==> config.mk <==
export PLATFORM = sky130hd
export DESIGN_NAME = boot_loader
export DESIGN_NICKNAME = d
export VERILOG_FILES = /design/src/rtl/boot_loader.sv
export SDC_FILE = /design/constraint.sdc
export NUM_CORES = 1
export LEC_CHECK = 0
export BUFFER_PORTS_ARGS = -buffer_cell sky130_fd_sc_hd__buf_2
export CORE_ASPECT_RATIO = 1.5
export CORE_MARGIN = 2
export CORE_UTILIZATION = 30
export DETAILED_ROUTE_END_ITERATION = 16
export SLEW_MARGIN = 5
export SYNTH_ARGS = -nofsm -noshare
export SYNTH_HDL_FRONTEND = slang
export SYNTH_SLANG_ARGS = --single-unit
export TNS_END_PERCENT = 50
==> constraint.sdc <==
create_clock -name clk -period 2.35 [get_ports clk]
set_clock_uncertainty 0.05 [all_clocks]
set_input_delay 0 -clock clk [delete_from_list [all_inputs] [get_ports clk]]
set_output_delay 0 -clock clk [all_outputs]
set_load 0.1 [all_outputs]
==> src/rtl/boot_loader.sv <==
// boot_loader: assembles a framed serial byte stream into 16-bit I_MEM words and
// holds the CPU in reset until the image checksum verifies.
module boot_loader #(
  parameter logic [15:0] BASE_ADDR = 16'h0000,
  parameter logic [15:0] MAX_WORDS = 16'd1024,
  parameter logic [7:0]  SYNC_BYTE = 8'hA5
) (
  input  logic        clk,
  input  logic        reset,
  input  logic        rx_valid,
  input  logic [7:0]  rx_data,
  output logic        rx_ready,
  output logic        mem_we,
  output logic [15:0] mem_addr,
  output logic [15:0] mem_wdata,
  output logic        cpu_hold,
  output logic        done,
  output logic        err
);
  typedef enum logic [3:0] {WAIT_SYNC, CNT_HI, CNT_LO, DATA_HI, DATA_LO, WRITE, CHECK, DONE, ERROR} state_t;
  state_t state, state_n;
  logic [15:0] count, index, cnt_n;
  logic [7:0] word_hi, csum;
  logic acc;
  assign rx_ready = state inside {WAIT_SYNC, CNT_HI, CNT_LO, DATA_HI, DATA_LO, CHECK};
  assign mem_we = state == WRITE;
  assign cpu_hold = state != DONE;
  assign done = state == DONE;
  assign err = state == ERROR;
  assign acc = rx_valid && rx_ready;
  assign cnt_n = {count[15:8], rx_data};
  always_ff @(posedge clk)
    if (reset) state <= WAIT_SYNC;
    else state <= state_n;
  // every accepting state has rx_ready=1, so rx_valid alone marks a handshake here
  always_comb begin
    state_n = state;
    case (state)
      WAIT_SYNC: state_n = rx_valid && rx_data == SYNC_BYTE ? CNT_HI : WAIT_SYNC;
      CNT_HI:    state_n = rx_valid ? CNT_LO : CNT_HI;
      CNT_LO:    state_n = !rx_valid ? CNT_LO : cnt_n > MAX_WORDS ? ERROR : cnt_n == 16'd0 ? CHECK : DATA_HI;
      DATA_HI:   state_n = rx_valid ? DATA_LO : DATA_HI;
      DATA_LO:   state_n = rx_valid ? WRITE : DATA_LO;
      WRITE:     state_n = index + 16'd1 == count ? CHECK : DATA_HI;
      CHECK:     state_n = !rx_valid ? CHECK : rx_data == csum ? DONE : ERROR;
      default:   state_n = state;
    endcase
  end
  always_ff @(posedge clk)
    if (reset) begin
      count <= 16'd0;
      index <= 16'd0;
      word_hi <= 8'd0;
      csum <= 8'd0;
      mem_addr <= BASE_ADDR;
      mem_wdata <= 16'd0;
    end else begin
      if (acc && state == WAIT_SYNC && rx_data == SYNC_BYTE) csum <= 8'd0;
      else if (acc && state inside {CNT_HI, CNT_LO, DATA_HI, DATA_LO}) csum <= csum ^ rx_data;
      if (acc && state == CNT_HI) count[15:8] <= rx_data;
      if (acc && state == CNT_LO) count[7:0] <= rx_data;
      if (acc && state == DATA_HI) word_hi <= rx_data;
      // address/data registered on the low byte so they are stable throughout WRITE
      if (acc && state == DATA_LO) begin
        mem_addr <= BASE_ADDR + index;
        mem_wdata <= {word_hi, rx_data};
      end
      if (state == WRITE) index <= index + 16'd1;
    end
endmodule

==> metrics.md, run 1 <==
| Metric | Value |
|---|---|
| Status | `finished clean` |
| Kind of start point of the critical path | `register` |
| Ys Warns | `0` |
| Reg2reg start | `index[3]` |
| Post-synth EDFFs | `0` |
| H-tree depth | `3` |
| Area fraction of the dominant cell type after synthesis | `0.4104` |
| Cell Area, Synth | `0.004098 mm2` |
| Compound-Gate Fraction of Synth Area | `0.1157` |
| Setup CP Type | `reg2reg` |
| Clock Sinks | `84` |
| Nets | `about 550` |
| # DRC | `0` |
| Async SR Flop Fraction | `0` |
| Placed Area | `0.004459 mm2` |
| Layout cell share with drive strength beyond 1 | `0.1758` |
| Post-Synth XOR/XNOR Area | `0.09832` |
| Peak supply drop | `432.3 uV` |
| Seq/Total Area, Yosys | `0.4104` |
| Final setup violation count | `0` |
| CTS tree | `done` |
| Hold crit path type | `in2reg` |
| Post-synthesis simple-gate area fraction | `0.2547` |
| Synth-to-layout area growth | `18.96%` |
| Syn Nets | `between 500 and 600` |
| Post-Route M1 WL | `between 4000 and 5000 um` |
| Max-slew headroom | `0.5752` |
| Crit. End Element | `register` |
| Post-synthesis mux area share | `0.06137` |
| Diodes inserted | `0` |
| GRT Residual Overflow | `0` |
| Gate Count Post-Synth | `506` |
| Maximum buffer depth of the clock tree | `2` |
| Vias per inst | `a little under 5` |
| DR top layer | `met4` |
| # placed instances | `684` |
| Initial Util | `0.3057` |
| Die Ht | `147.1 um` |
| Area leader, netlist | `dfxtp_1` |
| Routability cong. | `0.8877` |
| Prevailing post-synth register cell | `dfxtp_1` |
| Layout Cells excl Fill | `708` |
| GRT Total Usage | `0.1431` |
| Power Total | `3.074 mW` |
| First-pass GRT wire length | `roughly 17000 um` |
| Post-synth top cells | `nand2_1 (89), dfxtp_1 (84), nor2_1 (54), a21oi_1 (47), clkbuf_1 (33)` |
| Router iterations before antenna repair | `4` |
| Fin. max-slew vios | `0` |
| Drt total wl | `10130 um` |
| CP Max Fanout | `9` |
| Hold Path Origin | `reset` |
| Die area | `0.01463 mm2` |
| Largest net degree at the start of global routing | `56` |
| Post-Layout Inst Area | `0.004875 mm2` |
| Synth Area per Inst | `8.098 um2` |
| Routed WL per cell | `14.31 um` |
| I/O Pins | `48` |
| Min Tclk post-route | `between 2 and 2.5 ns` |
| Via count | `3502` |
| Core Area | `0.01340 mm2` |
| Fmax | `461.3 MHz` |
| Final Hold Violating Endpoints | `0` |
| R2R depth | `6` |
| Initial antenna violation count | `0` |
| CP required | `2.50 ns` |
| Largest family of logic cells by synthesized area | `simple AND/OR/NAND/NOR gates` |
| Part of the cycle the worst path needs | `0.9225` |
| Met2 wire length | `5254 um` |
| RSZ-0062 raised after global routing | `false` |
| Port Buffers | `47` |
| Max_cap viols | `0` |
| Number of DRC markers in iteration 0 | `137` |
| Count leader, synth | `nand2_1` |
| WP data arrival | `around 2.3 ns` |
| CTS Buf Count | `9` |
| Post-Synth Adder-Cell Area | `0.006107` |
| Netlist cell types | `54` |
| Die width | `between 90 and 100 um` |
| Register bit total from synthesis | `84` |
| Clk pin slew, worst setup/hold paths | `around 0.07 ns` |
| Clock Latency Late Sink | `around 0.33 ns` |
| Tightest Pin Transition | `0.6359 ns` |
| Area contributors post-synth | `dfxtp_1 (41%), nand2_1 (8.2%), xnor2_1 (6.0%)` |
| Hold Crit Depth | `2` |
| Row cnt | `52` |
| HPWL after DPL | `7212 um` |
| Vias in the first global route | `3422` |
| Leak Pwr | `1.836 nW` |
| Pwr Density | `630.7 mW/mm2` |
| Critical path origin | `index[3]` |
| Post-route antenna net violation count | `0` |
| Final TNS setup | `0 ns` |
| Postcts setup bufs | `0` |
| WL met3 | `310 um` |
| Clk root buf | `clkbuf_16` |
-- worst max-delay path: stages (launching register included) --
cell and delay, ns:
dfxtp_1 0.53, nand4_4 0.21, or3_1 0.41, a22oi_1 0.20
nand4_1 0.13, nor4_2 0.36, o32ai_1 0.15
-- layout by cell type (no fill, tap or decap), types with 2 or more instances in the layout --
cell type	instances
bufinv_16	2
xnor2_1	28
buf_2	47
inv_6	2
o21ai_0	11
buf_4	14
clkbuf_16	9
xor2_1	18
or3_1	8
nor2b_1	8
nor4_1	6
nand2_1	89
a21o_1	3
nand4_1	9
o2bb2ai_1	2
nor3_1	9
and2_1	2
mux2i_1	24
nand2b_1	3
nor4_2	2
or2_2	2
and3_1	5
o311a_1	2
nor2_1	54
nand3_1	9
a21oi_1	47
o22ai_1	2
clkinv_4	2
dlygate4sd3_1	8
inv_1	5
dfxtp_1	83
-- worst paths after layout --
kind,to,slack (ns)
worst min register to register,mem_wdata[10],0.40
worst min-delay path,word_hi[7],0.05
worst max-delay path,state[0],0.18
worst max register to register,state[0],0.18
-- per-layer routing --
metal / global-route usage / up-vias
li1: - / 1775
met1: 0.1765 / 1654
met2: 0.2520 / 61
met3: 0.02379 / 12
met4: 0.04452 / 0
met5: 0 / -
-- where the power goes --
group / internal, mW / switching [mW]
Combinational: 0.0294 / 0.0590
Sequential: 1.42 / 0.00139
Clock: 0.950 / 0.611
Total: 2.40 / 0.671
-- flip-flops by register name, summed over array words and instances, names as in the netlist --
register   count
mem_wdata     16
count         16
mem_addr      16
csum           8
state          4
index         16
word_hi        8
-- logic make-up (layout without fill, tap and decap cells) --
family                   after synthesis  count (layout)
AO/OA/AOI/OAI                         80              80
XOR/XNOR                              46              46
adder cells (fa/ha/maj)                2               2
buffers and inverters                 51              91
flip-flops                            84              84
multiplexers                          25              25
AND/OR/NAND/NOR                      218             218
-- repair_timing --
action	CTS	global route
endpoints found under the setup margin	0	1
hold endpoints to repair	15	0
resized for setup	0	2
hold buffers	8	0
-- cell type report --
class | count | area [um2]
flip-flops and latches | 84 | 1683
well taps | 162 | 202.7
clock inverters | 7 | 106.4
inverters | 6 | 26.28
repair buffers | 69 | 420.4
clock buffers | 9 | 225.2
multi-input cells | 371 | 2211
fillers | 1384 | 8528
-- stage by stage --
step / hold slack [ns] / worst slack, ns / utilization
after floorplan: 0.2463 / -0.03333 / -
after global placement: 0.2780 / 0.1975 / 0.3327
after detailed placement: 0.2858 / 0.1350 / 0.3327
after CTS: 0.04479 / 0.1079 / 0.3634
after global routing: 0.08483 / 0.008093 / 0.3637
final: 0.05425 / 0.1822 / 0.3637
No activity file was read; power rests on OpenSTA's default activity.
==> inputs of run 2 (changes only) <==
--- a/config.mk
+++ b/config.mk
@@ -6,10 +6,14 @@
 export NUM_CORES = 1
 export LEC_CHECK = 0
 export BUFFER_PORTS_ARGS = -buffer_cell sky130_fd_sc_hd__buf_2
+export CELL_PAD_IN_SITES_DETAIL_PLACEMENT = 0
+export CELL_PAD_IN_SITES_GLOBAL_PLACEMENT = 1
 export CORE_ASPECT_RATIO = 1.5
 export CORE_MARGIN = 2
 export CORE_UTILIZATION = 30
 export DETAILED_ROUTE_END_ITERATION = 16
+export PLACE_DENSITY_LB_ADDON = 0.1
+export RECOVER_POWER = 25
 export SLEW_MARGIN = 5
 export SYNTH_ARGS = -nofsm -noshare
 export SYNTH_HDL_FRONTEND = slang
==> metrics.md, run 2 (synthesized netlist as in run 1, its figures left out) <==
| Metric | Value |
|---|---|
| Peak supply drop | `346.3 uV (-20%)` |
| Final Hold Violating Endpoints | `0 (unchanged)` |
| # placed instances | `692 (+1.2%)` |
| Initial antenna violation count | `0 (unchanged)` |
| Number of DRC markers in iteration 0 | `88 (-36%)` |
| Leak Pwr | `1.749 nW (-4.8%)` |
| CTS Buf Count | `9 (unchanged)` |
| Max_cap viols | `0 (unchanged)` |
| Tightest Pin Transition | `1.196 ns (+0.5599 ns)` |
| Min Tclk post-route | `2.196 ns (+0.02814 ns)` |
| Final setup violation count | `0 (unchanged)` |
| Layout Cells excl Fill | `716 (+1.1%)` |
| Setup CP Type | `reg2reg` |
| Clock Sinks | `84 (unchanged)` |
| Clk pin slew, worst setup/hold paths | `0.07 ns (about the same)` |
| Clock Latency Late Sink | `0.34 ns (about the same)` |
| Die area | `0.01463 mm2 (unchanged)` |
| # DRC | `0 (unchanged)` |
| Largest net degree at the start of global routing | `45 (-20%)` |
| Post-route antenna net violation count | `0 (unchanged)` |
| First-pass GRT wire length | `18650 um (+9.6%)` |
| Die width | `99.43 um (unchanged)` |
| Via count | `3547 (+1.3%)` |
| Drt total wl | `11350 um (+12%)` |
| CP required | `2.51 ns (about the same)` |
| CTS tree | `done` |
| Synth-to-layout area growth | `19.97%` |
| Core Area | `0.01340 mm2 (unchanged)` |
| Status | `finished clean` |
| Fmax | `455.4 MHz (-1.3%)` |
| Placed Area | `0.004519 mm2 (+1.3%)` |
| Max-slew headroom | `0.2062 (-0.3690)` |
| Router iterations before antenna repair | `4 (unchanged)` |
| Commonest non-fill, non-tap cell in the layout | `nand2_1` |
| Maximum buffer depth of the clock tree | `2 (unchanged)` |
| Crit. End Element | `register` |
| Diodes inserted | `0 (unchanged)` |
| HPWL after DPL | `7879 um (+9.2%)` |
| GRT Residual Overflow | `0 (unchanged)` |
| Layout cell share with drive strength beyond 1 | `0.1354 (-0.04045)` |
| Row cnt | `52 (unchanged)` |
| Pwr Density | `632.7 mW/mm2 (+0.32%)` |
| Routability cong. | `0.8197 (-7.7%)` |
| Fin. max-slew vios | `0 (unchanged)` |
| Routed WL per cell | `15.85 um (+11%)` |
| Vias in the first global route | `3528 (+3.1%)` |
| Post-Layout Inst Area | `0.004916 mm2 (+0.85%)` |
| GRT Total Usage | `0.1617 (+0.01865)` |
| I/O Pins | `48 (unchanged)` |
| RSZ-0062 raised after global routing | `false` |
| WP data arrival | `2.35 ns (+0.03 ns)` |
| Initial Util | `0.3057 (unchanged)` |
| Clk root buf | `clkbuf_16` |
| Nets | `562 (+1.4%)` |
| CP Max Fanout | `3 (-6)` |
| Part of the cycle the worst path needs | `0.9344 (+0.01198)` |
| Die Ht | `147.1 um (unchanged)` |
| Most frequent cells in the layout | `nand2_1 (89), dfxtp_1 (83), nor2_1 (54)` |
| H-tree depth | `3 (unchanged)` |
| Vias per inst | `4.954 (+0.15%)` |
| Kind of start point of the critical path | `register` |
| Hold crit path type | `in2reg` |
| Port Buffers | `47 (unchanged)` |
run 2: cell types whose count changed in the layout (fill, tap and decap cells not counted):
cell / before / now
a2111oi_0: 1 / 0
clkinv_4: 2 / 3
inv_6: 2 / 0
ha_2: 1 / 0
ha_4: 0 / 1
clkbuf_1: 0 / 30
buf_4: 14 / 22
a2111oi_2: 0 / 1
inv_8: 1 / 2
buf_2: 47 / 17
run 2: worst max-delay path: stages (launching register included):
cell	delay (ns)
dfxtp_1	0.40
buf_4	0.15
ha_1	0.21
inv_1	0.06
or3_1	0.36
a22oi_1	0.22
nand4_1	0.13
nor4_2	0.34
o32ai_1	0.15
run 2: worst paths after layout:
check	from	cells past startpoint	to	slack [ns]
min	reset	2	count[9]	0.02
max reg2reg	index[0]	8	state[0]	0.15
min reg2reg	word_hi[1]	2	mem_wdata[9]	0.40
max	index[0]	8	state[0]	0.15
run 2: where the power goes:
part | internal (mW) | total (mW) | switching, mW | leakage (nW)
clock network | 0.952 | 1.59 | 0.639 | 0.164
logic | 0.0305 | 0.0945 | 0.0639 | 0.909
registers | 1.42 | 1.42 | 0.00121 | 0.677
run 2: per-stage QoR:
stage | power, mW | hold slack, ns | setup WS [ns] | setup TNS, ns | utilization
floorplan | 1.513 | 0.2463 | -0.03333 | -0.03333 | -
global placement | 1.544 | 0.2950 | 0.1931 | 0 | 0.3372
detailed placement | 1.544 | 0.3042 | 0.1016 | 0 | 0.3372
CTS | 3.168 | 0.01628 | 0.08036 | 0 | 0.3681
global route | 3.234 | 0.03476 | 0.01892 | 0 | 0.3668
finish | 3.110 | 0.02252 | 0.1541 | 0 | 0.3668
run 2: metal layers:
layer / part of all wire / routed length, um / vias up / global-route usage
met4: 0.027 / 305 / 0 / 0.06507
met1: 0.44 / 4960 / 1663 / 0.1990
met5: 0 / 0 / - / 0
li1: - / - / 1794 / -
met2: 0.51 / 5771 / 74 / 0.2750
met3: 0.028 / 315 / 16 / 0.03140
run 2: cell type report:
type                    instances  area (um2)
repair buffers                 77       442.9
fillers                      1429        8487
flip-flops and latches         84        1683
clock buffers                   9       225.2
well taps                     162       202.7
clock inverters                 7       108.9
inverters                       6       26.28
multi-input cells             371        2227
run 2: what timing repair did:
item                       in CTS  in global routing
hold buffers                    8                  0
hold endpoints to repair        9                  0
resized for setup               0                  5
buffers inserted                0                  0
setup endpoints to repair       0                  2
==> inputs of run 3 (changes only) <==
--- a/config.mk
+++ b/config.mk
@@ -6,8 +6,8 @@
 export NUM_CORES = 1
 export LEC_CHECK = 0
 export BUFFER_PORTS_ARGS = -buffer_cell sky130_fd_sc_hd__buf_2
-export CELL_PAD_IN_SITES_DETAIL_PLACEMENT = 0
-export CELL_PAD_IN_SITES_GLOBAL_PLACEMENT = 1
+export CELL_PAD_IN_SITES_DETAIL_PLACEMENT = 2
+export CELL_PAD_IN_SITES_GLOBAL_PLACEMENT = 2
 export CORE_ASPECT_RATIO = 1.5
 export CORE_MARGIN = 2
 export CORE_UTILIZATION = 30
@@ -18,4 +18,4 @@
 export SYNTH_ARGS = -nofsm -noshare
 export SYNTH_HDL_FRONTEND = slang
 export SYNTH_SLANG_ARGS = --single-unit
-export TNS_END_PERCENT = 50
+export TNS_END_PERCENT = 1
==> metrics.md, run 3 (synthesized netlist as in run 1, its figures left out) <==
| Metric | Value |
|---|---|
| CTS tree | `done` |
| Maximum buffer depth of the clock tree | `2 (unchanged)` |
| Min Tclk post-route | `2.217 ns (+0.02062 ns)` |
| Routed WL per cell | `18.14 um (+14%)` |
| Postcts setup bufs | `0 (unchanged)` |
| Clock Latency Late Sink | `0.35 ns (about the same)` |
| CP max-delay cell | `dfxtp_1` |
| H-tree depth | `3 (unchanged)` |
| Pwr Density | `630.4 mW/mm2 (-0.36%)` |
| Worst Hold Margin | `0.04658 ns (+0.02406 ns)` |
| Largest net degree at the start of global routing | `50 (+11%)` |
| Final Hold Violating Endpoints | `0 (unchanged)` |
| Diodes inserted | `0 (unchanged)` |
| Fmax | `451.2 MHz (-0.93%)` |
| Final setup margin | `0.1334 ns (-0.02062 ns)` |
| Clk pin slew, worst setup/hold paths | `0.07 ns (about the same)` |
| Die Ht | `147.1 um (unchanged)` |
| Commonest non-fill, non-tap cell in the layout | `nand2_1` |
| Vias per inst | `5.104 (+3.0%)` |
| Initial antenna violation count | `0 (unchanged)` |
| Port Buffers | `47 (unchanged)` |
| RSZ-0062 raised after global routing | `false` |
| Synth-to-layout area growth | `20.82%` |
| Nets | `569 (+1.2%)` |
| Crit. End Element | `output port` |
| Row cnt | `52 (unchanged)` |
| Drt total wl | `13110 um (+16%)` |
| Met2 Use GR | `0.3419 (+0.06689)` |
| GR Util met3 | `0.03187 (+0.0004757)` |
| Post-route antenna net violation count | `0 (unchanged)` |
| Clock Sinks | `84 (unchanged)` |
| Via count | `3690 (+4.0%)` |
| Tightest Pin Transition | `1.188 ns (-0.007562 ns)` |
| CTS Buf Count | `9 (unchanged)` |
| Peak supply drop | `399.7 uV (+15%)` |
| Global routing's busiest layer | `met2` |
| Hold crit path type | `in2reg` |
| Core Area | `0.01340 mm2 (unchanged)` |
| Vias in the first global route | `4021 (+14%)` |
| Max-slew headroom | `0.2113 (+0.005019)` |
| Die area | `0.01463 mm2 (unchanged)` |
| Router iterations before antenna repair | `4 (unchanged)` |
| Met1 GRT Util | `0.2205 (+0.02155)` |
| GRT Residual Overflow | `0 (unchanged)` |
| Fin. max-slew vios | `0 (unchanged)` |
| Most frequent cells in the layout | `nand2_1 (89), dfxtp_1 (82), nor2_1 (54)` |
| Clk root buf | `clkbuf_16` |
| Final setup violation count | `0 (unchanged)` |
| CP required | `2.30 ns (-0.21 ns)` |
| Part of the cycle the worst path needs | `0.9432 (+0.008775)` |
| Final core occ | `0.3694 (+0.002614)` |
| WP data arrival | `2.17 ns (-0.18 ns)` |
| HPWL after DPL | `9570 um (+21%)` |
| Number of DRC markers in iteration 0 | `81 (-8.0%)` |
| CP Max Fanout | `18 (+15)` |
| GRT Total Usage | `0.1896 (+0.02786)` |
| Initial Util | `0.3057 (unchanged)` |
| Die width | `99.43 um (unchanged)` |
| I/O Pins | `48 (unchanged)` |
| Setup CP Type | `reg2out` |
| Kind of start point of the critical path | `register` |
| Leak Pwr | `1.777 nW (+1.6%)` |
| # DRC | `0 (unchanged)` |
| First-pass GRT wire length | `21620 um (+16%)` |
| Top cell by count, worst path | `buf_4` |
| Routability cong. | `0.8970 (+9.4%)` |
| CP Cell Sequence | `nor2b_1 -> nand2_1 -> buf_4 -> inv_1 -> buf_4 -> buf_2` |
| Max_cap viols | `0 (unchanged)` |
| Layout cell share with drive strength beyond 1 | `0.1462 (+0.01079)` |
| Place WS | `0.07217 ns (-0.02945 ns)` |
| Slowest Stage Delay on Critical Path | `0.47 ns (+0.07 ns)` |
| Status | `finished clean` |
-- run 3: layout make-up --
type | instances | area (um2)
Clock inverter | 6 | 92.59
Multi-Input combinational cell | 371 | 2211
Fill cell | 1584 | 8452
Tap cell | 162 | 202.7
Inverter | 6 | 26.28
Clock buffer | 10 | 239.0
Sequential cell | 84 | 1684
Timing Repair Buffer | 84 | 495.5
-- run 3: metal layers --
layer	part of all wire	vias up	routed length, um
li1	-	1790	-
met1	0.42	1833	5496
met2	0.53	50	6981
met3	0.023	17	298
met4	0.026	0	337
met5	0	-	0
-- run 3: what timing repair did --
action                                  CTS  global route
endpoints found under the hold margin    11             0
resized for setup                         0             3
endpoints found under the setup margin    0             2
hold buffers                              8             0
-- run 3: path summary, 6_finish.rpt --
check             cells past startpoint    startpoint  slack (ns)           end
setup reg to reg                      8      index[8]        0.16      state[0]
setup / recovery                      6      state[0]        0.13        mem_we
hold reg to reg                       2  mem_addr[15]        0.40  mem_addr[15]
hold / removal                        4    rx_data[1]        0.05  mem_wdata[1]
-- run 3: through the flow --
| step | cells | area [um2] | power (mW) | setup TNS (ns) |
|---|---|---|---|---|
| floorplan | 506 | 4113 | 1.513 | -0.03333 |
| global placement | 699 | 4572 | 1.547 | 0 |
| detailed placement | 699 | 4572 | 1.548 | 0 |
| CTS | 723 | 4984 | 3.182 | 0 |
| global route | 723 | 4951 | 3.239 | 0 |
| finish | 723 | 4951 | 3.121 | 0 |
-- run 3: power by group --
part	total [mW]	internal, mW	switching, mW
combinational	0.0973	0.0317	0.0656
clock	1.60	0.968	0.630
sequential	1.43	1.42	0.00145
-- run 3: worst max-delay path: cells and delay by family (launching register included) --
| family | cells | cell delay, ns |
|---|---|---|
| buffers and inverters | 4 | 0.88 |
| flip-flops | 1 | 0.47 |
| AND/OR/NAND/NOR | 2 | 0.45 |
